--- config.mk ---
export PLATFORM = sky130hd
export DESIGN_NAME = match_sequencer
export DESIGN_NICKNAME = d
export VERILOG_FILES = /design/src/rtl/match_sequencer.sv
export SDC_FILE = /design/constraint.sdc
export NUM_CORES = 1
export LEC_CHECK = 0
export CELL_PAD_IN_SITES_DETAIL_PLACEMENT = 2
export CELL_PAD_IN_SITES_GLOBAL_PLACEMENT = 2
export CORE_MARGIN = 2
export CORE_UTILIZATION = 35
export DETAILED_ROUTE_END_ITERATION = 10
export PLACE_DENSITY_LB_ADDON = 0.1
export SLEW_MARGIN = 20
export SYNTH_ARGS = -nofsm -noshare
export SYNTH_HDL_FRONTEND = slang
export SYNTH_SLANG_ARGS = --single-unit
--- constraint.sdc ---
create_clock -name CLOCK_25 -period 2.4 [get_ports CLOCK_25]
set_input_delay 0.6 -clock CLOCK_25 [delete_from_list [all_inputs] [get_ports CLOCK_25]]
set_output_delay 0.6 -clock CLOCK_25 [all_outputs]
set_load 0.02 [all_outputs]
--- src/rtl/match_sequencer.sv ---
// Pong game-flow controller.
// Debounces the pause/start and restart buttons, sequences the match through
// idle, serve, rally, pause and win phases, gates datapath motion and owns
// the scores and winner/goal flags used by the display and LED blocks.

// Per-key front end: 2-flop synchroniser, debounce counter, press detector.
// After reset a key must first be seen released for a full debounce window
// before its next press is honoured, so a key held through reset is not a press.
module match_sequencer_key #(
    parameter int DEBOUNCE_CYCLES = 250000
) (
    input  logic CLOCK_25,
    input  logic reset,
    input  logic key_n_i,
    output logic press_o
);

    localparam int CW = (DEBOUNCE_CYCLES > 1) ? $clog2(DEBOUNCE_CYCLES) : 1;
    localparam logic [CW-1:0] CNT_LAST = CW'(DEBOUNCE_CYCLES - 1);

    logic          meta_q;
    logic          sync_q;
    logic          level_q;
    logic          armed_q;
    logic          press_q;
    logic [CW-1:0] cnt_q;
    logic          ref_lvl;

    // Until armed, the counter measures a stable released (high) level.
    assign ref_lvl = armed_q ? level_q : 1'b0;

    // Bring the asynchronous key into the clock domain.
    always_ff @(posedge CLOCK_25 or posedge reset) begin
        if (reset) begin
            meta_q <= 1'b1;
            sync_q <= 1'b1;
        end else begin
            meta_q <= key_n_i;
            sync_q <= meta_q;
        end
    end

    // Accept a new level after DEBOUNCE_CYCLES consecutive differing samples.
    always_ff @(posedge CLOCK_25 or posedge reset) begin
        if (reset) begin
            cnt_q   <= '0;
            level_q <= 1'b1;
            armed_q <= 1'b0;
            press_q <= 1'b0;
        end else begin
            press_q <= 1'b0;
            if (sync_q == ref_lvl) begin
                cnt_q <= '0;
            end else if (cnt_q == CNT_LAST) begin
                cnt_q <= '0;
                if (armed_q) begin
                    level_q <= sync_q;
                    press_q <= ~sync_q;
                end else begin
                    armed_q <= 1'b1;
                end
            end else begin
                cnt_q <= cnt_q + 1'b1;
            end
        end
    end

    assign press_o = press_q;

endmodule

// state  | meaning
// IDLE   | no match running, waiting for start press
// SERVE  | ball recentred, counting ticks before the rally
// PLAY   | rally in progress, datapath may move
// PAUSED | frozen, resumes to SERVE or PLAY on the next start press
// WIN    | win screen held for a fixed number of ticks
module match_sequencer #(
    parameter int DEBOUNCE_CYCLES   = 250000,
    parameter int WIN_SCORE         = 8,
    parameter int SERVE_DELAY_TICKS = 60,
    parameter int WIN_HOLD_TICKS    = 180
) (
    input  logic       CLOCK_25,
    input  logic       reset,
    input  logic       key0,
    input  logic       key1,
    input  logic       tick,
    input  logic       goal_p1,
    input  logic       goal_p2,
    output logic       run_en,
    output logic       serve_req,
    output logic       serve_dir,
    output logic       game_reset,
    output logic [2:0] score_1,
    output logic [2:0] score_2,
    output logic       win_1,
    output logic       win_2,
    output logic       goal_1,
    output logic       goal_2
);

    typedef enum logic [2:0] {
        ST_IDLE,
        ST_SERVE,
        ST_PLAY,
        ST_PAUSED,
        ST_WIN
    } state_t;

    localparam int TMAX = (SERVE_DELAY_TICKS > WIN_HOLD_TICKS) ? SERVE_DELAY_TICKS : WIN_HOLD_TICKS;
    localparam int TW   = $clog2(TMAX + 1);
    localparam logic [TW-1:0] SERVE_LAST = TW'(SERVE_DELAY_TICKS - 1);
    localparam logic [TW-1:0] HOLD_LAST  = TW'(WIN_HOLD_TICKS - 1);
    // A goal scored from this value wins instead of incrementing.
    localparam logic [2:0]    LAST_GOAL  = 3'(WIN_SCORE - 1);

    logic p0;
    logic p1;

    state_t        state_q, state_d;
    logic          ret_play_q, ret_play_d;
    logic [TW-1:0] tick_q, tick_d;
    logic          run_en_q, run_en_d;
    logic          serve_req_q, serve_req_d;
    logic          serve_dir_q, serve_dir_d;
    logic          game_reset_q, game_reset_d;
    logic [2:0]    score_1_q, score_1_d;
    logic [2:0]    score_2_q, score_2_d;
    logic          win_1_q, win_1_d;
    logic          win_2_q, win_2_d;
    logic          goal_1_q, goal_1_d;
    logic          goal_2_q, goal_2_d;

    match_sequencer_key #(.DEBOUNCE_CYCLES(DEBOUNCE_CYCLES)) u_key0 (
        .CLOCK_25 (CLOCK_25),
        .reset    (reset),
        .key_n_i  (key0),
        .press_o  (p0)
    );

    match_sequencer_key #(.DEBOUNCE_CYCLES(DEBOUNCE_CYCLES)) u_key1 (
        .CLOCK_25 (CLOCK_25),
        .reset    (reset),
        .key_n_i  (key1),
        .press_o  (p1)
    );

    // Next-state and next-output decode; restart beats goals, goals beat pause.
    always_comb begin
        state_d      = state_q;
        ret_play_d   = ret_play_q;
        tick_d       = tick_q;
        serve_req_d  = 1'b0;
        serve_dir_d  = serve_dir_q;
        game_reset_d = 1'b0;
        score_1_d    = score_1_q;
        score_2_d    = score_2_q;
        win_1_d      = win_1_q;
        win_2_d      = win_2_q;
        goal_1_d     = goal_1_q;
        goal_2_d     = goal_2_q;

        if (p1) begin
            game_reset_d = 1'b1;
            score_1_d    = '0;
            score_2_d    = '0;
            goal_1_d     = 1'b0;
            goal_2_d     = 1'b0;
            win_1_d      = 1'b0;
            win_2_d      = 1'b0;
            serve_dir_d  = 1'b0;
            tick_d       = '0;
            state_d      = ST_IDLE;
        end else begin
            case (state_q)
                ST_IDLE: begin
                    if (p0) begin
                        state_d     = ST_SERVE;
                        serve_req_d = 1'b1;
                        tick_d      = '0;
                    end
                end
                ST_SERVE: begin
                    if (p0) begin
                        // Tick count is kept so the serve resumes where it left off.
                        state_d    = ST_PAUSED;
                        ret_play_d = 1'b0;
                    end else if (tick) begin
                        if (tick_q == SERVE_LAST) begin
                            state_d  = ST_PLAY;
                            goal_1_d = 1'b0;
                            goal_2_d = 1'b0;
                        end else begin
                            tick_d = tick_q + 1'b1;
                        end
                    end
                end
                ST_PLAY: begin
                    if (goal_p1) begin
                        if (score_1_q == LAST_GOAL) begin
                            state_d = ST_WIN;
                            win_1_d = 1'b1;
                            tick_d  = '0;
                        end else begin
                            score_1_d   = score_1_q + 1'b1;
                            goal_1_d    = 1'b1;
                            serve_dir_d = 1'b0;
                            state_d     = ST_SERVE;
                            serve_req_d = 1'b1;
                            tick_d      = '0;
                        end
                    end else if (goal_p2) begin
                        if (score_2_q == LAST_GOAL) begin
                            state_d = ST_WIN;
                            win_2_d = 1'b1;
                            tick_d  = '0;
                        end else begin
                            score_2_d   = score_2_q + 1'b1;
                            goal_2_d    = 1'b1;
                            serve_dir_d = 1'b1;
                            state_d     = ST_SERVE;
                            serve_req_d = 1'b1;
                            tick_d      = '0;
                        end
                    end else if (p0) begin
                        state_d    = ST_PAUSED;
                        ret_play_d = 1'b1;
                    end
                end
                ST_PAUSED: begin
                    if (p0) begin
                        state_d = ret_play_q ? ST_PLAY : ST_SERVE;
                    end
                end
                ST_WIN: begin
                    if (tick) begin
                        if (tick_q == HOLD_LAST) begin
                            score_1_d    = '0;
                            score_2_d    = '0;
                            win_1_d      = 1'b0;
                            win_2_d      = 1'b0;
                            game_reset_d = 1'b1;
                            tick_d       = '0;
                            state_d      = ST_IDLE;
                        end else begin
                            tick_d = tick_q + 1'b1;
                        end
                    end
                end
                default: begin
                    state_d = ST_IDLE;
                end
            endcase
        end

        run_en_d = (state_d == ST_PLAY);
    end

    // State and registered outputs.
    always_ff @(posedge CLOCK_25 or posedge reset) begin
        if (reset) begin
            state_q      <= ST_IDLE;
            ret_play_q   <= 1'b0;
            tick_q       <= '0;
            run_en_q     <= 1'b0;
            serve_req_q  <= 1'b0;
            serve_dir_q  <= 1'b0;
            game_reset_q <= 1'b0;
            score_1_q    <= '0;
            score_2_q    <= '0;
            win_1_q      <= 1'b0;
            win_2_q      <= 1'b0;
            goal_1_q     <= 1'b0;
            goal_2_q     <= 1'b0;
        end else begin
            state_q      <= state_d;
            ret_play_q   <= ret_play_d;
            tick_q       <= tick_d;
            run_en_q     <= run_en_d;
            serve_req_q  <= serve_req_d;
            serve_dir_q  <= serve_dir_d;
            game_reset_q <= game_reset_d;
            score_1_q    <= score_1_d;
            score_2_q    <= score_2_d;
            win_1_q      <= win_1_d;
            win_2_q      <= win_2_d;
            goal_1_q     <= goal_1_d;
            goal_2_q     <= goal_2_d;
        end
    end

    assign run_en     = run_en_q;
    assign serve_req  = serve_req_q;
    assign serve_dir  = serve_dir_q;
    assign game_reset = game_reset_q;
    assign score_1    = score_1_q;
    assign score_2    = score_2_q;
    assign win_1      = win_1_q;
    assign win_2      = win_2_q;
    assign goal_1     = goal_1_q;
    assign goal_2     = goal_2_q;

endmodule

==> out/qor.yml, run 1 <==
max-cap-violations: 0
cp-start-kind: "register"
min-delay-start: "u_key1.meta_q"
crit_chain: "nor4b_1, nand2_1, nor4_2, or2_1, buf_4, nor2_1"
grt-ovfl-total: 0
antenna_found_initial: 0
clk_pin_slew_ns: 0.08
crit_slowest_cell: "nor4_2"
r2r-end: "u_key0.cnt_q[13]"
irDropWorstVdd_mv: 0.256
fin_util: 0.427
use_met1: 0.231
ff2ff_path_depth: 6
via_per_inst: 5.23
seq_area_sq_um: 1810
die_area_sq_um: 11600
area_delta_synth_final_pct: 18.0
die_h_um: 108
synthCells: 376
final_nets: 425
start_util: 0.362
synthXorXnorAreaFrac: 0.0793
outcome: "completed"
ctsRootBufferMaster: "clkbuf_8"
post_cts_buffers: 0
post_cts_resized: 0
synth_compound_area_frac: 0.0963
row_count: 37
post-route-period-util: 0.881
min_to: "u_key1.sync_q"
first_iter_violations: 76
slew-limit-headroom: 0.688
antennaDiodeCount: 0
power.leakage_nw: 1.86
syn-cell-area_sq_um: 3750
crit_family: "simple AND/OR/NAND/NOR gates"
max_stage_delay_ns: 0.45
cts_tree: "done"
clockBufferDepth: 2
fin_skew_ns: 0.00581
synthDistinctLibCells: 65
fin_hold_ws_ns: 0.357
wl_um: 9110
drv_slew: 0
die_w_um: 108
layout_min_cycle_time_ns: 2.12
ys_warn_count: 0
grt.busiest_layer: "met2"
grt_util_met2: 0.292
htreeDepth: 3
rsz0062_at_grt: "false"
fillers: 1117
cp_max_fo: 7
synthAdderAreaFrac: 0.0263
pwr_density_cell_nw_per_um2: 627
yosysSeqAreaShare: 0.482
critPathKind: "reg2reg"
fin_area_sq_um: 4430
hold_depth: 0
hold_viol: 0
synthArstFlopShare: 1.00
io_buffers: 20
track_usage: 0.176
drc: 0
met3_usage: 0.0242
worstSkewPairLatency_ns: 0.35
wl_per_cell_um: 16.5
fp.coreArea_sq_um: 10400
hpwl_um: 6640
dp.cells: 536
cp.required_ns: 2.64
firstDrtPassIters: 4
holdBufCountCts: 0
placed_area_sq_um: 4190
setup_viol_count_final: 0
startpoint: "u_key0.cnt_q[10]"
synth-seq-cells: 72
synth_top_family_by_area: "simple AND/OR/NAND/NOR gates"
dr_total_vias: 2886
place_congestion: 0.776
synthMuxAreaShare: 0.0173
end_kind: "register"
num_io_pins: 21
r2r_slack_ns: 0.28
tightest_slew_ns: 0.464
syn-num-nets: 390
crit_buf_inv: 1
ys.flop_type: "dfrtp_1"
synth-simple-area-share: 0.268
instances_no_fill: 552
grt_max_degree: 27
max_freq_ghz: 0.473
drive_gt1_frac: 0.156
hp-class: "reg2reg"
final_antenna_net_count: 0
grt_pass1_vias: 3161
cts_made_buffers: 9
clock_sinks: 72
grt_pass1_wl_um: 16000
multi_input_area_sq_um: 1830
avgSynthCellArea_sq_um: 9.98
setup_tns_ns: 0
rr_startpoint: "u_key0.cnt_q[10]"
worstPathArrival_ns: 2.36
synth_edf_count: 0
## kinds of logic after synthesis
family                     after synthesis
and+or+nand+nor                        181
DFF                                     72
muxes                                    6
xor gates and xnor gates                34
adders and majority gates                8
buffers and inverters                   23
AOI/OAI and AO/OA                       52
## registers in the layout, summed over array words and instances (netlist names), 3 cells and up
| signal | flops |
|---|---|
| tick_q | 8 |
| state_q | 3 |
| u_key1.cnt_q | 18 |
| score_2 | 3 |
| u_key0.cnt_q | 18 |
| score_1 | 3 |
## final cells by class
cell class	instances	share of cell area
Inverter	11	0.0102
Tap cell	136	0.0384
Clock buffer	11	0.0319
Timing Repair Buffer	36	0.0751
Sequential cell	72	0.408
Multi-Input combinational cell	281	0.413
Clock inverter	5	0.0234
## placed cells by master (no fill, tap or decap), drive strengths merged, types with 4 or more instances in the layout
cell type,n
dfrtp,66
nor2,62
nand2,38
clkdlybuf4s50,20
nand3,20
xor2,18
xnor2,16
buf,16
o21ai,12
clkbuf,11
a21oi,11
inv,10
ha,7
nor3b,7
nand4,6
dfstp,6
nor4,6
nand2b,5
nand3b,5
nor3,5
a211oi,5
nor4b,5
o31ai,4
o22ai,4
and2,4
mux2,4
a21o,4
## worst max path at each step
stage | slack [ns] | depth (start not counted) | endpoint
final | 0.28 | 6 | u_key0.cnt_q[13]
after floorplan | 0.53 | 6 | score_2[0]
after global routing | 0.06 | 6 | u_key0.cnt_q[13]
after global placement | 0.13 | 6 | tick_q[4]
after detailed placement | 0.08 | 6 | tick_q[4]
after CTS | 0.26 | 6 | u_key0.cnt_q[13]
## report_power, final
part / switching [mW] / internal, mW
registers: 0.0817 / 1.27
clock network: 0.481 / 0.720
logic: 0.125 / 0.0966
total: 0.688 / 2.09
## Yosys cell counts (5+ instances only)
library cell,count,share of area
xor2_1,18,0.042
nor2_1,62,0.062
nand2b_1,5,0.0083
buf_2,6,0.0080
a21oi_1,9,0.012
nand2_1,37,0.037
nand4_1,6,0.010
dfrtp_1,66,0.44
nand3_1,19,0.025
dfstp_2,6,0.042
ha_1,7,0.023
o21ai_0,10,0.013
inv_1,11,0.011
xnor2_1,16,0.037
## per-layer routing
layer / up-vias / part of all wire
met4: 0 / 0.015
met3: 11 / 0.020
li1: 1384 / -
met5: - / 0
met1: 1466 / 0.47
met2: 25 / 0.49
## per-stage QoR
step           setup slack, ns  total power, mW
4_1_cts                  0.262             2.83
3_3_place_gp             0.133             1.60
6_report                 0.285             2.78
3_5_place_dp            0.0830             1.61
5_1_grt                 0.0636             2.90
2_1_floorplan            0.527             1.52
(Power assumes the default switching activity.)
==> run 2: changes to the inputs <==
Settings changed: CELL_PAD_IN_SITES_DETAIL_PLACEMENT 2 to 1, CELL_PAD_IN_SITES_GLOBAL_PLACEMENT 2 to 1, CORE_UTILIZATION 35 to 42.
==> out/qor.yml, run 2 (synthesis results as in run 1) <==
outcome: "completed"
layout.cells.most_common_list: "dfrtp_1, nor2_1, nand2_1"
fin_hold_ws_ns: 0.359
hpwl_um: 5900
drive_gt1_frac: 0.153
hp-class: "reg2reg"
wl_met2_um: 3780
wl_um: 8190
track_usage: 0.181
die_area_sq_um: 9710
max-cap-violations: 0
cp.required_ns: 2.64
num_io_pins: 21
htreeDepth: 3
clockBufferDepth: 2
wl_met3_um: 148
power.leakage_nw: 1.86
rsz0062_at_grt: "false"
tightest_slew_ns: 0.593
crit_slowest_cell: "dfrtp_1"
layout_min_cycle_time_ns: 2.07
wl_met1_um: 4160
crit_chain: "nor4b_2, and2_1, a21o_1, nor2_1, a32o_1"
ctsRootBufferMaster: "clkbuf_8"
hold_viol: 0
grt_pass1_vias: 2867
irDropWorstVdd_mv: 0.241
wl_per_cell_um: 15.7
grt_pass1_wl_um: 14200
worstSkewPairLatency_ns: 0.34
largestRegisters: "u_key0.cnt_q x18, u_key1.cnt_q x18, tick_q x8"
fillers: 994
area_delta_synth_final_pct: 17.1
post-route-period-util: 0.864
fin_skew_ns: 0.00854
io_buffers: 20
final_nets: 422
place_congestion: 0.802
dr_total_vias: 2746
fp.coreArea_sq_um: 8680
post_cts_resized: 0
post_cts_buffers: 0
drv_slew: 0
grt_max_degree: 35
holdBufCountCts: 0
start_util: 0.433
via_per_inst: 5.27
final_common_cell: "dfrtp_1"
crit_buf_inv: 0
clk_pin_slew_ns: 0.08
die_w_um: 98.5
slew-limit-headroom: 0.605
dr.max_layer_used: "met4"
firstDrtPassIters: 4
layout_setup_ws_ns: 0.327
row_count: 34
antenna_found_initial: 0
cp-start-kind: "register"
drc: 0
pwr_density_cell_nw_per_um2: 636
setup_tns_ns: 0
first_iter_violations: 78
critPathKind: "reg2reg"
cts_tree: "done"
crit_family: "simple AND/OR/NAND/NOR gates"
cts_made_buffers: 9
grt-ovfl-total: 0
max_freq_ghz: 0.482
worstPathArrival_ns: 2.31
final_antenna_net_count: 0
antennaDiodeCount: 0
max_stage_delay_ns: 0.60
clock_sinks: 72
end_kind: "register"
dp_slack_ns: 0.0956
die_h_um: 98.5
cp_max_fo: 16
setup_viol_count_final: 0
[run 2: path summary, 6_finish.rpt]
| check | startpoint | end | slack [ns] | cells after the start |
|---|---|---|---|---|
| worst max-delay path | state_q[0] | tick_q[4] | 0.33 | 5 |
| worst min-delay path | u_key0.meta_q | u_key0.sync_q | 0.36 | 0 |
| worst max register to register | state_q[0] | tick_q[4] | 0.33 | 5 |
| worst min register to register | u_key0.meta_q | u_key0.sync_q | 0.36 | 0 |
| max in group asynchronous | reset | u_key1.level_q | 1.19 | 3 |
| min in group asynchronous | reset | tick_q[4] | 0.62 | 2 |
[run 2: stage by stage]
stage	total power, mW	cell area [sq um]	cells	util
3_5_place_dp	1.61	4140	505	0.477
6_report	2.80	4390	521	0.506
3_3_place_gp	1.60	4140	505	0.477
2_1_floorplan	1.52	3760	376	-
4_1_cts	2.83	4390	521	0.506
5_1_grt	2.93	4390	521	0.506
[run 2: layer usage]
metal / track usage / vias to the layer above
met5: 0 / -
met4: 0.0632 / 0
met3: 0.0255 / 7
met2: 0.292 / 22
met1: 0.250 / 1342
li1: - / 1375
[run 2: report_power, final]
| part | leakage, nW | internal, mW | switching [mW] |
|---|---|---|---|
| Combinational | 0.779 | 0.103 | 0.127 |
| Clock | 0.126 | 0.746 | 0.466 |
| Sequential | 0.951 | 1.27 | 0.0789 |
| Total | 1.86 | 2.12 | 0.672 |
[run 2: final cells by class]
type | count | area (sq um) | area share
Multi-Input combinational cell | 281 | 1830 | 0.416
Timing Repair Buffer | 33 | 323 | 0.0735
Sequential cell | 72 | 1810 | 0.412
Inverter | 11 | 45.0 | 0.0103
Tap cell | 108 | 135 | 0.0308
Clock buffer | 11 | 151 | 0.0345
Clock inverter | 5 | 103 | 0.0233
==> run 3: changes to the inputs <==
Settings changed: SKIP_CTS_REPAIR_TIMING from default to 1.
==> results of run 3 <==
The final DEF is identical to that of run 2; final timing and power are the same.
